<file path="src/rtl/mc_alu_control_fsm_pkg.sv">
// Shared encodings for the multicycle controller: ALU codes, instruction classes,
// FSM states, mux selects and trap causes.
package mc_pkg;

  typedef enum logic [3:0] {
    ALU_AND  = 4'b0001,
    ALU_ADD  = 4'b0010,
    ALU_SUB  = 4'b0011,
    ALU_CMP  = 4'b0100,
    ALU_BEQ  = 4'b0101,
    ALU_SLL  = 4'b1100,
    ALU_SLR  = 4'b1101,
    ALU_SLLV = 4'b1110,
    ALU_SLRV = 4'b1111
  } alu_code_t;

  typedef enum logic [2:0] {
    OP_RALU  = 3'd0,
    OP_IALU  = 3'd1,
    OP_LOAD  = 3'd2,
    OP_STORE = 3'd3,
    OP_BEQ   = 3'd4,
    OP_JUMP  = 3'd5
  } op_class_t;

  typedef enum logic [3:0] {
    ST_FETCH  = 4'd0,
    ST_DECODE = 4'd1,
    ST_EXEC   = 4'd2,
    ST_MEM    = 4'd3,
    ST_WB     = 4'd4,
    ST_TRAP   = 4'd5
  } state_t;

  typedef enum logic [1:0] {
    PC_SRC_ALU    = 2'd0,
    PC_SRC_ALUOUT = 2'd1,
    PC_SRC_JUMP   = 2'd2,
    PC_SRC_TRAP   = 2'd3
  } pc_src_t;

  typedef enum logic [1:0] {
    SRC_B_REG     = 2'd0,
    SRC_B_FOUR    = 2'd1,
    SRC_B_IMM     = 2'd2,
    SRC_B_IMM_SH2 = 2'd3
  } src_b_t;

  typedef enum logic [1:0] {
    CAUSE_OVF         = 2'd0,
    CAUSE_ILLEGAL     = 2'd1,
    CAUSE_MEM_TIMEOUT = 2'd2
  } trap_cause_t;

  function automatic logic is_alu_op(input logic [2:0] op);
    return (op == OP_RALU) || (op == OP_IALU);
  endfunction

  // Only the signed add/subtract results are architecturally checked for overflow.
  function automatic logic traps_on_ovf(input logic [3:0] fn);
    return (fn == ALU_ADD) || (fn == ALU_SUB);
  endfunction

endpackage

</file>
<file path="src/rtl/mc_alu_control_fsm_wait_timer.sv">
// Wait-cycle counter for memory handshakes; at_limit marks the last wait cycle
// allowed before the controller gives up on the access.
module mc_wait_timer #(
  parameter int LIMIT = 16
) (
  input  logic clk,
  input  logic reset,
  input  logic clear,
  input  logic enable,
  output logic at_limit
);

  localparam logic [7:0] LAST = 8'(LIMIT - 1);

  logic [7:0] count;

  always_ff @(posedge clk) begin
    if (reset || clear) begin
      count <= '0;
    end else if (enable) begin
      count <= count + 8'd1;
    end
  end

  assign at_limit = (count == LAST);

endmodule

</file>
<file path="src/rtl/mc_alu_control_fsm.sv">
// Multicycle main controller: walks the shared ALU through fetch, decode, execute,
// memory and write-back, latches ALU flags and raises traps.
module mc_alu_control_fsm
  import mc_pkg::*;
#(
  parameter int          MEM_TIMEOUT = 16,
  parameter logic [31:0] TRAP_VECTOR = 32'h0000_0080
) (
  input  logic       clk,
  input  logic       reset,
  input  logic [2:0] op_class,
  input  logic [3:0] alu_fn,
  input  logic       alu_zero,
  input  logic       alu_neg,
  input  logic       alu_ovf,
  input  logic       alu_cout,
  input  logic       mem_ready,
  output logic [3:0] alu_ctrl,
  output logic       alu_src_a,
  output logic [1:0] alu_src_b,
  output logic       pc_write,
  output logic       ir_write,
  output logic       reg_write,
  output logic       reg_dst,
  output logic       mem_req,
  output logic       mem_we,
  output logic       iord,
  output logic       mem_to_reg,
  output logic [1:0] pc_src,
  output logic [3:0] flags,
  output logic       trap,
  output logic [1:0] trap_cause,
  output logic [3:0] state
);

  // The trap vector itself is muxed in the datapath; here we only reject bad values.
  if (MEM_TIMEOUT < 1 || MEM_TIMEOUT > 255) begin : g_bad_timeout
    $error("mc_alu_control_fsm: MEM_TIMEOUT must be in 1..255");
  end
  if (TRAP_VECTOR[1:0] != 2'b00) begin : g_bad_vector
    $error("mc_alu_control_fsm: TRAP_VECTOR must be word aligned");
  end

  state_t     cur_state, next_state;
  logic [2:0] op_q;
  logic [3:0] fn_q;
  logic [3:0] flags_q;
  logic [1:0] cause_q, next_cause;
  logic       wait_en, wait_at_limit, state_change;

  assign wait_en      = !reset && !mem_ready && (cur_state == ST_FETCH || cur_state == ST_MEM);
  assign state_change = (next_state != cur_state);

  mc_wait_timer #(.LIMIT(MEM_TIMEOUT)) u_wait_timer (
    .clk      (clk),
    .reset    (reset),
    .clear    (state_change),
    .enable   (wait_en),
    .at_limit (wait_at_limit)
  );

  always_ff @(posedge clk) begin
    if (reset) begin
      cur_state <= ST_FETCH;
      op_q      <= '0;
      fn_q      <= '0;
      flags_q   <= '0;
      cause_q   <= '0;
    end else begin
      cur_state <= next_state;
      cause_q   <= next_cause;
      if (cur_state == ST_DECODE) begin
        op_q <= op_class;
        fn_q <= alu_fn;
      end
      if (cur_state == ST_EXEC && is_alu_op(op_q)) begin
        flags_q <= {alu_neg, alu_zero, alu_cout, alu_ovf};
      end
    end
  end

  // Reset forces every strobe low combinationally so an access in flight is abandoned.
  always_comb begin
    next_state = cur_state;
    next_cause = cause_q;
    alu_ctrl   = ALU_ADD;
    alu_src_a  = 1'b0;
    alu_src_b  = SRC_B_REG;
    pc_write   = 1'b0;
    ir_write   = 1'b0;
    reg_write  = 1'b0;
    reg_dst    = 1'b0;
    mem_req    = 1'b0;
    mem_we     = 1'b0;
    iord       = 1'b0;
    mem_to_reg = 1'b0;
    pc_src     = PC_SRC_ALU;
    trap       = 1'b0;

    if (!reset) begin
      case (cur_state)
        ST_FETCH: begin
          mem_req   = 1'b1;
          ir_write  = 1'b1;
          alu_src_b = SRC_B_FOUR;
          pc_write  = mem_ready;
          if (mem_ready) begin
            next_state = ST_DECODE;
          end else if (wait_at_limit) begin
            next_state = ST_TRAP;
            next_cause = CAUSE_MEM_TIMEOUT;
          end
        end

        ST_DECODE: begin
          alu_src_b = SRC_B_IMM_SH2;
          if (op_class[2:1] == 2'b11) begin
            next_state = ST_TRAP;
            next_cause = CAUSE_ILLEGAL;
          end else if (op_class == OP_JUMP) begin
            pc_write   = 1'b1;
            pc_src     = PC_SRC_JUMP;
            next_state = ST_FETCH;
          end else begin
            next_state = ST_EXEC;
          end
        end

        ST_EXEC: begin
          alu_src_a = 1'b1;
          case (op_q)
            OP_RALU: begin
              alu_ctrl  = fn_q;
              alu_src_b = SRC_B_REG;
            end
            OP_IALU: begin
              alu_ctrl  = fn_q;
              alu_src_b = SRC_B_IMM;
            end
            OP_BEQ: begin
              alu_ctrl  = ALU_BEQ;
              alu_src_b = SRC_B_REG;
              pc_write  = alu_zero;
              pc_src    = PC_SRC_ALUOUT;
            end
            default: begin
              alu_ctrl  = ALU_ADD;
              alu_src_b = SRC_B_IMM;
            end
          endcase

          if (op_q == OP_BEQ) begin
            next_state = ST_FETCH;
          end else if (op_q == OP_LOAD || op_q == OP_STORE) begin
            next_state = ST_MEM;
          end else if (alu_ovf && traps_on_ovf(fn_q)) begin
            next_state = ST_TRAP;
            next_cause = CAUSE_OVF;
          end else begin
            next_state = ST_WB;
          end
        end

        ST_MEM: begin
          mem_req = 1'b1;
          iord    = 1'b1;
          mem_we  = (op_q == OP_STORE);
          if (mem_ready) begin
            next_state = (op_q == OP_STORE) ? ST_FETCH : ST_WB;
          end else if (wait_at_limit) begin
            next_state = ST_TRAP;
            next_cause = CAUSE_MEM_TIMEOUT;
          end
        end

        ST_WB: begin
          reg_write  = 1'b1;
          reg_dst    = (op_q == OP_RALU);
          mem_to_reg = (op_q == OP_LOAD);
          next_state = ST_FETCH;
        end

        ST_TRAP: begin
          trap       = 1'b1;
          pc_write   = 1'b1;
          pc_src     = PC_SRC_TRAP;
          next_state = ST_FETCH;
        end

        default: begin
          next_state = ST_FETCH;
        end
      endcase
    end
  end

  assign flags      = flags_q;
  assign trap_cause = cause_q;
  assign state      = cur_state;

endmodule
</file>
<file path="config.mk">
export PLATFORM = sky130hd
export DESIGN_NAME = mc_alu_control_fsm
export DESIGN_NICKNAME = d
export VERILOG_FILES = /design/src/rtl/mc_alu_control_fsm_pkg.sv /design/src/rtl/mc_alu_control_fsm_wait_timer.sv /design/src/rtl/mc_alu_control_fsm.sv
export SDC_FILE = /design/constraint.sdc
export NUM_CORES = 1
export LEC_CHECK = 0
export BUFFER_PORTS_ARGS = -buffer_cell sky130_fd_sc_hd__buf_2
export CAP_MARGIN = 30
export CORE_MARGIN = 2
export CORE_UTILIZATION = 46
export CTS_CLUSTER_DIAMETER = 30
export DETAILED_ROUTE_END_ITERATION = 10
export GPL_TIMING_DRIVEN = 0
export PLACE_DENSITY = 0.84
export SLEW_MARGIN = 20
export SYNTH_ARGS = -nofsm -noshare
export SYNTH_HDL_FRONTEND = slang
export SYNTH_SLANG_ARGS = --single-unit
export TNS_END_PERCENT = 50
</file>
<file path="constraint.sdc">
create_clock -name clk -period 2.02 [get_ports clk]
set_clock_uncertainty 0.2 [all_clocks]
set_input_delay 0.202 -clock clk [delete_from_list [all_inputs] [get_ports clk]]
set_output_delay 0.202 -clock clk [all_outputs]
set_load 0.01 [all_outputs]
</file>
Word level (Yosys, flattened, before mapping)
Index checks and enable logic that the tools add are counted.

Flip-flop bits (word level): 25. Word-level logic and storage cells: 98.

Add/sub/neg operators: 1. Equal/unequal tests: 21. Multiplexer cells: 52. Reduce and logical (&&, ||, !) cells: 18.

Operator list (count): two-way mux 1 bit (24); two-way mux 2 bit (12); two-way mux 4 bit (6); one-hot mux 2 bit (3 select lines) (3); == test 4 x 2 -> 1 bit, second input constant (4); one-hot mux 4 bit (4 select lines) (1); two-way mux 3 bit (4); adder 8 x 1 -> 8 bit, second input constant (1); == test 4 x 3 -> 1 bit, second input constant (2); == test 8 x 4 -> 1 bit, second input constant (1); one-hot mux 4 bit (2 select lines) (1); AND reduction 7 bit (1); == test 3 x 2 -> 1 bit, second input constant (2); == test 3 bit, second input constant (2); != test 2 x 1 -> 1 bit, second input constant (3); != test 2 bit, second input constant (3); OR reduction 2 bit (3); logical OR 1 bit (5); == test 4 x 1 -> 1 bit, second input constant (1); logical AND 1 bit (4); logical NOT 4 bit (1); != test 4 bit (1); one-hot mux 1 bit (4 select lines) (1); == test 3 x 1 -> 1 bit, second input constant (1); other kinds (4) (5).

Depth between registers and ports, before layout
Gate-level depths: netlist of run 1.

Depth in word-level cells: 10. Gate-level depth with buffers: 7. Mapped depth without buffers: 6.

By module
Synthesis of run 1 repeated with hierarchy kept, for this count alone.

Cell total of the unflattened synthesis: 184. Area total of the unflattened synthesis: 1417.6 µm².

Modules (own cells, without submodules): mc_alu_control_fsm (instances 1, cells an instance 144, area an instance 1059.8 µm²); mc_wait_timer (instances 1, cells an instance 40, area an instance 357.8 µm²).

Worst setup path after synthesis of run 1
Ideal clock, no wire load.

Kind: reg2reg. From: register cur_state[0] (netlist: state[0]). To: register u_wait_timer.count[0]. Data arrival time: 1754 ps. Required time: 1686 ps. Path slack: -68 ps. Stages on the path, launching flop included: 8. Buffers on the path: 2. Period minus slack after synthesis: 2088 ps. Path through: dfxtp_1 -> buf_2 -> or4b_1 -> buf_6 -> nor2_8 -> o41ai_2 -> mux2i_2 -> nor3_1.

Word-level cells in the longest chain between the ends: 6.

Ends and longest elaborated chain: from (decl) (line mc_alu_control_fsm.sv:44) `state_t cur_state, next_state;`; from (signal assigned) (line mc_alu_control_fsm.sv:70) `cur_state <= next_state;`; two-way mux 4 bit (line mc_alu_control_fsm.sv:109, mc_alu_control_fsm.sv:170); two-way mux 4 bit, on equally long branches (line mc_alu_control_fsm.sv:168, mc_alu_control_fsm.sv:107); one-hot mux 4 bit (4 select lines) (line mc_alu_control_fsm.sv:101) `case (cur_state)`; two-way mux 4 bit (line mc_alu_control_fsm.sv:100) `if (!reset) begin`; != test 4 bit (line mc_alu_control_fsm.sv:52) `assign state_change = (next_state != cur_state);`; logical OR 1 bit (line mc_alu_control_fsm_wait_timer.sv:18) `if (reset || clear) begin`; to (signal assigned) (line mc_alu_control_fsm_wait_timer.sv:21) `count <= count + 8'd1;`; to (decl) (line mc_alu_control_fsm_wait_timer.sv:15) `logic [7:0] count;`.

Several ways; a longest one is shown, not always the timed one. A chain may end at the register's enable or synchronous reset.

Final worst setup path of run 1
From: register u_wait_timer.count[6]. To: register u_wait_timer.count[4].

Word-level cells in the longest chain between the ends: 7.

Ends and longest elaborated chain: == test 8 x 4 -> 1 bit * (line mc_alu_control_fsm_wait_timer.sv:25) `assign at_limit = (count == LAST);`; two-way mux 4 bit * (line mc_alu_control_fsm.sv:109, mc_alu_control_fsm.sv:170); two-way mux 4 bit, on equally long branches (line mc_alu_control_fsm.sv:168, mc_alu_control_fsm.sv:107); one-hot mux 4 bit (4 select lines) * (line mc_alu_control_fsm.sv:101); two-way mux 4 bit * (line mc_alu_control_fsm.sv:100); != test 4 bit * (line mc_alu_control_fsm.sv:52); logical OR 1 bit * (line mc_alu_control_fsm_wait_timer.sv:18).

Every way passes the cells marked *; elsewhere a longest branch is shown, timed or not.

==> results of run 1 <==
routing by layer:
metal | vias up | routed length, um | track usage
met2 | 144 | 2520 | 0.480
li1 | 815 | - | -
met3 | 29 | 503 | 0.0325
met5 | - | 0 | 0
met1 | 855 | 2250 | 0.369
met4 | 0 | 219 | 0.124
cell families (layout without fill, tap and decap cells):
group | Yosys count | after routing
compound gates | 30 | 30
xor+xnor | 8 | 8
fa+ha+maj | 1 | 1
buf+inv | 15 | 94
flops | 25 | 25
mux | 7 | 7
other cells | 1 | 1
simple gates | 97 | 97
timing repair:
item,CTS,global route
setup buffers,24,4
pin swaps,11,10
hold buffers,11,0
endpoints found under the hold margin,11,0
cloned,0,0
gates resized for setup,44,19
endpoints found under the setup margin,25,22
stage by stage:
stage,utilization,instances
6_report,0.750,296
5_1_grt,0.750,296
4_1_cts,0.713,293
3_5_place_dp,0.564,258
3_3_place_gp,0.564,258
2_1_floorplan,-,184
registers in the layout (all words and copies together) (netlist names):
signal	flops
fn_q	4
trap_cause	2
u_wait_timer.count	8
state	4
op_q	3
flags	4
layout make-up:
cell class	instances	area, sq um	area share
plain buffers	7	70.1	0.0311
well taps	33	41.3	0.0183
repair buffers	79	518	0.230
inverters	4	15.0	0.00666
clock buffers	4	26.3	0.0117
multi-input cells	144	1060	0.470
flip-flops and latches	25	524	0.233
worst register-to-register path, cell delays in order (launching register included):
cell      delay [ns]
dfxtp_1         0.39
or4_4           0.53
buf_4           0.18
o211ai_1        0.25
nand3_1         0.15
nand4_1         0.13
buf_4           0.19
nor3_1          0.08
cell usage in the layout (no fill, tap or decap), types with 3 or more instances in the layout:
cell           synthesis  layout
a21oi_1               15      12
a21oi_2                0       3
and3_1                 3       3
buf_2                  3      41
buf_4                  1      27
buf_6                  2       3
clkbuf_1               4       3
clkbuf_4               0       3
dfxtp_1               25      16
dfxtp_2                0       4
dfxtp_4                0       5
dlygate4sd3_1          0      11
inv_1                  4       4
mux2i_1                6       6
nand2_1               27      24
nand3_1                6       4
nor2_1                17      16
nor2b_1                4       3
nor3_1                21      10
nor3_2                 0       9
o21ai_0                4       4
xnor2_1                6       5
Yosys cell counts (2+ instances only):
cell type  instances  area share
and3_1             3       0.013
inv_1              4       0.010
o211ai_1           2       0.010
buf_6              2       0.016
clkbuf_1           4       0.010
a21oi_1           15       0.052
nor2b_1            4       0.017
nand2_1           27       0.070
xor2_1             2       0.012
nand2b_1           2      0.0087
dfxtp_1           25        0.35
mux2i_1            6       0.042
o21ai_0            4       0.014
a31oi_1            3       0.013
nor2_1            17       0.044
nor3_1            21       0.073
xnor2_1            6       0.037
and2_1             3       0.013
nor4_1             3       0.013
buf_2              3       0.010
nand4_1            2      0.0087
nand3_1            6       0.021
worst paths after layout:
check                             start               endpoint  slack (ns)  depth (start not counted)
setup / recovery  u_wait_timer.count[6]  u_wait_timer.count[4]       -0.19                          7
hold / removal                    reset               state[1]        0.15                          3
setup reg to reg  u_wait_timer.count[6]  u_wait_timer.count[4]       -0.19                          7
hold reg to reg                 fn_q[3]                fn_q[3]        0.29                          2
where the power goes:
part / internal (W) / switching (W)
logic: 0.0000820 / 0.000100
clock network: 0.0000773 / 0.000155
registers: 0.000496 / 0.00000770
==> impl_metrics.env, run 1 <==
export IMPL_syn_area_sq_um=1440
export IMPL_synth_distinct_cells=42
export IMPL_p_leak_nw=0.961
export IMPL_hpwlAfterDp_um=2620
export IMPL_cts_tree="built"
export IMPL_grt_pass1_vias=1623
export IMPL_grt_usage=0.287
export IMPL_root_buffer="clkbuf_4"
export IMPL_p_total_w=0.000918
export IMPL_grt_pass1_wl_um=7710
export IMPL_grt_max_degree=14
export IMPL_synth_compound_area_frac=0.128
export IMPL_synth_edff_count=0
export IMPL_drt_iter0_drc=209
export IMPL_drv_cap=0
export IMPL_hold_path_class="in -> reg"
export IMPL_start_util=0.479
export IMPL_cpLargestDelayFamily="simple AND/OR/NAND/NOR gates"
export IMPL_final_nets=279
export IMPL_clk_latency_ns=0.32
export IMPL_place_area_sq_um=1690
export IMPL_async_reset_ff_frac=0
export IMPL_fin_crit_ns=2.21
export IMPL_start_kind="flop"
export IMPL_synthXorXnorAreaFrac=0.0487
export IMPL_final_area_sq_um=2250
export IMPL_die_area_sq_um=3590
export IMPL_synthToLayoutAreaGrowth_pct=56.6
export IMPL_cts_sinks=25
export IMPL_crit_path_max_fanout=8
export IMPL_cts_max_path_buffers=2
export IMPL_cpMaxStageDelayCell="or4_4"
export IMPL_numCtsBuffers=3
export IMPL_core_sq_um=3000
export IMPL_routed_wl_um=5490
export IMPL_max_slew_margin_rel=0.643
export IMPL_dpl_worst_slack_ns=-0.237
export IMPL_worst_slew_pin_slew_ns=0.532
export IMPL_hold_slack_ns=0.147
export IMPL_synthAdderAreaFrac=0.00870
export IMPL_syn_instance_count=184
export IMPL_std_cell_rows=20
export IMPL_outcome="finished, violations left"
export IMPL_ys_warnings_count=0
export IMPL_vias=1843
export IMPL_overflow=0
export IMPL_p_per_area_nw_per_um2=408
export IMPL_crit_chain="or4_4 -> buf_4 -> o211ai_1 -> nand3_1 -> nand4_1 -> buf_4 -> nor3_1"
export IMPL_antenna_found_initial=0
export IMPL_cp_data_required_time_ns=2.03
export IMPL_setup_slack_ns=-0.194
export IMPL_drcViolationCount=0
export IMPL_period_share=1.10
export IMPL_vdd_ir_drop_max_uv=306
export IMPL_fin_setup_tns_ns=-1.89
export IMPL_port_buffers=41
export IMPL_synth_avg_cell_area_sq_um=7.82
export IMPL_syn_num_nets=199
export IMPL_io_pins=42
export IMPL_yosys_area_share_simple=0.358
export IMPL_die_y_um=59.9
export IMPL_ys_flop_type="dfxtp_1"
export IMPL_end_kind="flop"
export IMPL_drt_pass1_iter_count=5
export IMPL_violations="negative setup slack"
export IMPL_fmax_mhz=452
export IMPL_routed_via_density=6.23
export IMPL_clkTransAtPathRegs_ns=0.15
export IMPL_synth_mux_area_frac=0.0513
export IMPL_antenna_cells=0
export IMPL_gp_congestion=0.854
export IMPL_nFillCells=184
export IMPL_crit_buf_inv=2
export IMPL_rsz0062_at_grt="yes"
export IMPL_finalHoldViolCount=0
export IMPL_crit_arrival_ns=2.23
export IMPL_critPathMaxStageDelay_ns=0.53
export IMPL_ys_ff_latch=25
export IMPL_die_w_um=59.9
export IMPL_synth_top_family_by_area="simple AND/OR/NAND/NOR gates"
export IMPL_wl_per_cell_um=18.5
export IMPL_drv_slew=0
export IMPL_seq_area_frac_synth=0.348
export IMPL_ant_nets=0
export IMPL_crit_type="reg -> reg"
export IMPL_final_layout_size_suffix_gt1_frac=0.460
export IMPL_htreeDepth=1
export IMPL_cpMostUsedCell="buf_4"
export IMPL_setup_viol=13
No activity file was read; power rests on OpenSTA's default activity.
==> inputs of run 2 (changes only) <==
ABC_AREA = 1   (was not set)
GPL_TIMING_DRIVEN = not set   (was 0)
==> impl_metrics.env, run 2 <==
export IMPL_seq_area_frac_synth=0.341
export IMPL_r2r_start="state[2]"
export IMPL_register_area_sq_um=515
export IMPL_grt_usage=0.236
export IMPL_hpwlAfterDp_um=2740
export IMPL_grt_pass1_wl_um=6550
export IMPL_drv_cap=0
export IMPL_final_area_sq_um=1970
export IMPL_vias=1795
export IMPL_fin_crit_ns=2.14
export IMPL_worstRegToRegCells=10
export IMPL_grt_pass1_vias=1520
export IMPL_synthToLayoutAreaGrowth_pct=34.3
export IMPL_outcome="finished, violations left"
export IMPL_drv_slew=0
export IMPL_fmax_mhz=468
export IMPL_die_y_um=60.5
export IMPL_routed_via_density=5.39
export IMPL_startpoint="state[2]"
export IMPL_critPathMaxStageDelay_ns=0.38
export IMPL_crit_type="reg -> out"
export IMPL_final_nets=305
export IMPL_cts_sinks=25
export IMPL_holdPathEnd="trap_cause[1]"
export IMPL_die_area_sq_um=3660
export IMPL_wl_per_cell_um=13.8
export IMPL_syn_instance_count=228
export IMPL_port_buffers=41
export IMPL_final_common_cell="nand2_1"
export IMPL_drcViolationCount=0
export IMPL_die_w_um=60.5
export IMPL_hold_slack_ns=0.0933
export IMPL_io_pins=42
export IMPL_p_per_area_nw_per_um2=459
export IMPL_cpMostUsedCell="nor2_4"
export IMPL_final_cell_mix="nand2_1 (44), buf_2 (40), nor2_1 (38)"
export IMPL_rsz0062_at_grt="yes"
export IMPL_grt_max_degree=14
export IMPL_hold_depth=4
export IMPL_start_util=0.481
export IMPL_crit_path_max_fanout=5
export IMPL_min_from="mem_ready"
export IMPL_ant_nets=0
export IMPL_end_kind="output port"
export IMPL_ys_ff_latch=25
export IMPL_cts_max_path_buffers=2
export IMPL_cpMaxStageDelayCell="dfxtp_2"
export IMPL_nFillCells=273
export IMPL_drt_iter0_drc=134
export IMPL_root_buffer="clkbuf_4"
export IMPL_final_layout_size_suffix_gt1_frac=0.284
export IMPL_antenna_found_initial=0
export IMPL_hold_path_class="in -> reg"
export IMPL_setup_viol=3
export IMPL_core_sq_um=3050
export IMPL_regMostFlops="u_wait_timer.count"
export IMPL_syn_num_nets=243
export IMPL_period_share=1.06
export IMPL_synth_edff_count=0
export IMPL_crit_arrival_ns=1.73
export IMPL_largest_reg_flops=8
export IMPL_reg2reg_slack_ns=0.09
export IMPL_fin_setup_tns_ns=-0.235
export IMPL_finalHoldViolCount=0
export IMPL_std_cell_rows=20
export IMPL_antenna_cells=0
export IMPL_ys_top_cells_by_count="nand2_1 (46), nor2_1 (39), inv_1 (30), dfxtp_1 (25), nand3_1 (18)"
export IMPL_multiInputGateArea_sq_um=852
export IMPL_routed_wl_um=4610
export IMPL_cts_tree="built"
export IMPL_ys_warnings_count=0
export IMPL_cp_data_required_time_ns=1.62
export IMPL_gp_congestion=0.909
export IMPL_violations="negative setup slack"
export IMPL_htreeDepth=1
export IMPL_drt_pass1_iter_count=5
export IMPL_synth_largest_area_cell="dfxtp_1"
export IMPL_place_area_sq_um=1720
export IMPL_async_reset_ff_frac=0
export IMPL_dpl_worst_slack_ns=0.0944
export IMPL_syn_area_sq_um=1470
export IMPL_yosysTopAreaCellShare=0.341
export IMPL_ys_top_cells_by_area="dfxtp_1 (34%), nand2_1 (12%), nor2_1 (10%)"
export IMPL_synth_distinct_cells=28
export IMPL_synth_avg_cell_area_sq_um=6.44
export IMPL_overflow=0
export IMPL_r2r_end="u_wait_timer.count[4]"
export IMPL_p_leak_nw=0.916
export IMPL_setup_slack_ns=-0.116
export IMPL_start_kind="flop"
export IMPL_yosysMostFrequentCell="nand2_1"
export IMPL_vdd_ir_drop_max_uv=396
export IMPL_clk_latency_ns=0.32
export IMPL_clkTransAtPathRegs_ns=0.14
export IMPL_numCtsBuffers=3
export IMPL_ys_flop_type="dfxtp_1"
export IMPL_crit_chain="nor2_4 -> inv_2 -> nor2_4 -> clkinvlp_4 -> a21oi_1 -> buf_2"
## run 2: cell count changes in the layout (fill, tap and decap cells not counted), sizes merged, moves of 4 or more
| cell | previous run | this run |
|---|---|---|
| o21ai | 4 | 13 |
| mux2i | 7 | 0 |
| nand3 | 6 | 18 |
| nor2b | 4 | 0 |
| nor2 | 18 | 44 |
| nor3 | 21 | 6 |
| inv | 4 | 30 |
| xnor2 | 6 | 2 |
| buf | 72 | 52 |
| nand2 | 27 | 50 |
## run 2: worst max-delay path: cells and delay by family, from the launching register on
kind	cells	cell delay, ns
buffers and inverters	3	0.44
AO/OA/AOI/OAI	1	0.22
flip-flops	1	0.38
AND/OR/NAND/NOR	2	0.38
## run 2: cell families (layout without fill, tap and decap cells)
| logic type | after synthesis | count (layout) | share of synthesized area |
|---|---|---|---|
| buffers and inverters | 37 | 98 | 0.102 |
| flip-flops | 25 | 25 | 0.341 |
| AO/OA/AOI/OAI | 33 | 33 | 0.125 |
| AND/OR/NAND/NOR | 127 | 127 | 0.397 |
| XOR/XNOR | 4 | 4 | 0.0239 |
| adder cells (fa/ha/maj) | 1 | 1 | 0.00852 |
| other | 1 | 1 | 0.00255 |
## run 2: cell type report
cell class	count	area share
multi-input cells	166	0.432
flip-flops and latches	25	0.261
repair buffers	63	0.205
inverters	31	0.0609
well taps	44	0.0279
clock buffers	4	0.0133
## run 2: worst max-delay path by stage
stage	to	slack, ns	cells after the start
floorplan	alu_ctrl[2]	0.30	5
finish	alu_src_b[1]	-0.12	6
CTS	reg_dst	0.02	6
detailed placement	u_wait_timer.count[3]	0.09	10
global route	alu_src_b[1]	-0.28	6
global placement	u_wait_timer.count[0]	0.19	10
## run 2: routing by layer
layer,track usage,part of all wire
met1,0.304,0.38
met2,0.376,0.47
met5,0,0
met4,0.0932,0.047
met3,0.0661,0.10
## run 2: per-stage QoR
stage / cells / util / power (W)
after floorplan: 228 / - / 0.000608
after global placement: 310 / 0.563 / 0.000648
after detailed placement: 310 / 0.563 / 0.000650
after CTS: 328 / 0.618 / 0.000901
after global routing: 333 / 0.646 / 0.000944
final: 333 / 0.646 / 0.000906
## run 2: what timing repair did
| item | 4_1_cts | 5_1_grt |
|---|---|---|
| endpoints found under the hold margin | 12 | 0 |
| buffers inserted | 3 | 5 |
| pin swaps | 2 | 4 |
| hold buffers | 11 | 0 |
| gates resized for setup | 5 | 19 |
| endpoints found under the setup margin | 7 | 12 |
## run 2: power by group
group / internal, W / leakage (nW) / switching (W) / total [W]
Sequential: 0.000502 / 0.206 / 0.0000149 / 0.000517
Combinational: 0.0000667 / 0.695 / 0.0000933 / 0.000160
Clock: 0.0000774 / 0.0150 / 0.000152 / 0.000229
==> inputs of run 3 (changes only) <==
REMOVE_ABC_BUFFERS = 1   (was not set)
==> impl_metrics.env, run 3 (same netlist as run 2, synthesis figures left out) <==
export IMPL_outcome="finished, violations left"
export IMPL_violations="negative setup slack"
export IMPL_intPower_w=0.000644
export IMPL_min_from="mem_ready"
export IMPL_swShare=0.283
export IMPL_setup_viol=1
export IMPL_hpwlAfterDp_um=2740
export IMPL_port_buffers=41
export IMPL_place_area_sq_um=1730
export IMPL_drv_cap=0
export IMPL_std_cell_rows=20
export IMPL_start_kind="flop"
export IMPL_finalHoldViolCount=0
export IMPL_final_cell_mix="nand2_1 (45), buf_2 (40), nor2_1 (35)"
export IMPL_cts_sinks=25
export IMPL_gr_usage_met3=0.0256
export IMPL_p_switching_w=0.000254
export IMPL_cts_tree="built"
export IMPL_grt_usage=0.221
export IMPL_cpLargestDelayFamily="simple AND/OR/NAND/NOR gates"
export IMPL_crit_chain="nor2_4 -> nand2_1 -> nor2_2 -> nand2_1 -> a31oi_1 -> buf_2"
export IMPL_final_area_sq_um=1980
export IMPL_end_kind="output port"
export IMPL_numCtsBuffers=3
export IMPL_core_sq_um=3050
export IMPL_clk_latency_ns=0.32
export IMPL_fmax_mhz=494
export IMPL_register_area_sq_um=513
export IMPL_routed_via_density=4.93
export IMPL_seq_power_share=0.575
export IMPL_crit_arrival_ns=1.62
export IMPL_clkPwrFrac=0.257
export IMPL_multiInputGateArea_sq_um=848
export IMPL_start_util=0.481
export IMPL_cp_data_required_time_ns=1.62
export IMPL_antenna_found_initial=0
export IMPL_p_leak_nw=0.925
export IMPL_io_pins=42
export IMPL_grtUsageMet2=0.352
export IMPL_startpoint="state[3]"
export IMPL_top_usage_layer="met2"
export IMPL_cts_max_path_buffers=2
export IMPL_antenna_cells=0
export IMPL_regMostFlops="u_wait_timer.count"
export IMPL_clkTransAtPathRegs_ns=0.14
export IMPL_drt_pass1_iter_count=4
export IMPL_fin_cells=334
export IMPL_rsz0062_at_grt="yes"
export IMPL_drv_slew=0
export IMPL_p_per_area_nw_per_um2=453
export IMPL_crit_path_max_fanout=4
export IMPL_overflow=0
export IMPL_hold_path_class="in -> reg"
export IMPL_vias=1647
export IMPL_largest_reg_flops=8
export IMPL_cpMaxStageDelayCell="dfxtp_4"
export IMPL_gp_congestion=0.920
export IMPL_dp_cells=311
export IMPL_fin_crit_ns=2.03
export IMPL_critPathMaxStageDelay_ns=0.39
export IMPL_setup_slack_ns=-0.00593
export IMPL_ant_nets=0
export IMPL_die_w_um=60.5
export IMPL_drcViolationCount=0
export IMPL_drt_iter0_drc=97
export IMPL_grt_use_met1=0.315
export IMPL_crit_buf_inv=1
export IMPL_r2r_start="state[3]"
export IMPL_final_common_cell="nand2_1"
export IMPL_period_share=1.00
export IMPL_nFillCells=267
export IMPL_die_y_um=60.5
export IMPL_synthToLayoutAreaGrowth_pct=35.0
export IMPL_htreeDepth=1
export IMPL_p_total_w=0.000898
export IMPL_hold_slack_ns=0.0809
export IMPL_p_comb_frac=0.168
export IMPL_final_util=0.650
export IMPL_routed_wl_um=3790
export IMPL_final_nets=306
export IMPL_die_area_sq_um=3660
export IMPL_final_layout_size_suffix_gt1_frac=0.283
export IMPL_vdd_ir_drop_max_uv=256
export IMPL_grt_max_degree=15
export IMPL_root_buffer="clkbuf_4"
export IMPL_grt_pass1_vias=1444
export IMPL_wl_per_cell_um=11.3
export IMPL_grt_pass1_wl_um=6270
export IMPL_cpMostUsedCell="nand2_1"
export IMPL_crit_type="reg -> out"
-- run 3: layout make-up --
cell class | count | share of cell area
Tap cell | 44 | 0.0278
Clock buffer | 3 | 0.0114
Multi-Input combinational cell | 166 | 0.428
Inverter | 31 | 0.0587
Timing Repair Buffer | 64 | 0.213
Sequential cell | 25 | 0.259
Clock inverter | 1 | 0.00252
-- run 3: path summary, 6_finish.rpt --
| path | endpoint | slack [ns] | cells after the start |
|---|---|---|---|
| worst max-delay path | pc_write | -0.006 | 6 |
| worst min-delay path | trap_cause[1] | 0.08 | 4 |
| worst max register to register | flags[1] | 0.11 | 7 |
| worst min register to register | flags[0] | 0.27 | 2 |
-- run 3: power by group through the flow --
stage	combinational (W)	sequential [W]	clock [W]
global route	0.000169	0.000518	0.000249
CTS	0.000142	0.000516	0.000241
finish	0.000151	0.000516	0.000231
floorplan	0.0000715	0.000527	0
global placement	0.000120	0.000527	0
detailed placement	0.000121	0.000528	0
-- run 3: layer usage --
layer  wire [um]  up-vias  share of wire
met4          45        0          0.012
met1        1690      751           0.45
met5           0        -              0
li1            -      848              -
met3         195        6          0.051
met2        1850       42           0.49
-- run 3: worst register-to-register path, stage by stage (launching register included) --
cell           delay [ns]
dfxtp_4              0.39
nor2_4               0.14
inv_2                0.09
nor2_4               0.15
buf_6                0.14
nand3_1              0.06
a21oi_1              0.15
dlygate4sd3_1        0.55
-- run 3: what timing repair did --
action | 4_1_cts | 5_1_grt
gates cloned | 0 | 0
endpoints found under the hold margin | 13 | 0
gates resized for setup | 6 | 16
setup endpoints to repair | 6 | 13
pin swaps | 1 | 4
setup buffers | 1 | 4
hold buffers | 14 | 0
-- run 3: through the flow --
step                      setup WS (ns)   TNS, ns
after floorplan                   0.301         0
after global placement            0.185         0
after detailed placement          0.159         0
after CTS                      0.000617         0
after global routing            -0.0643    -0.142
final                          -0.00593  -0.00593
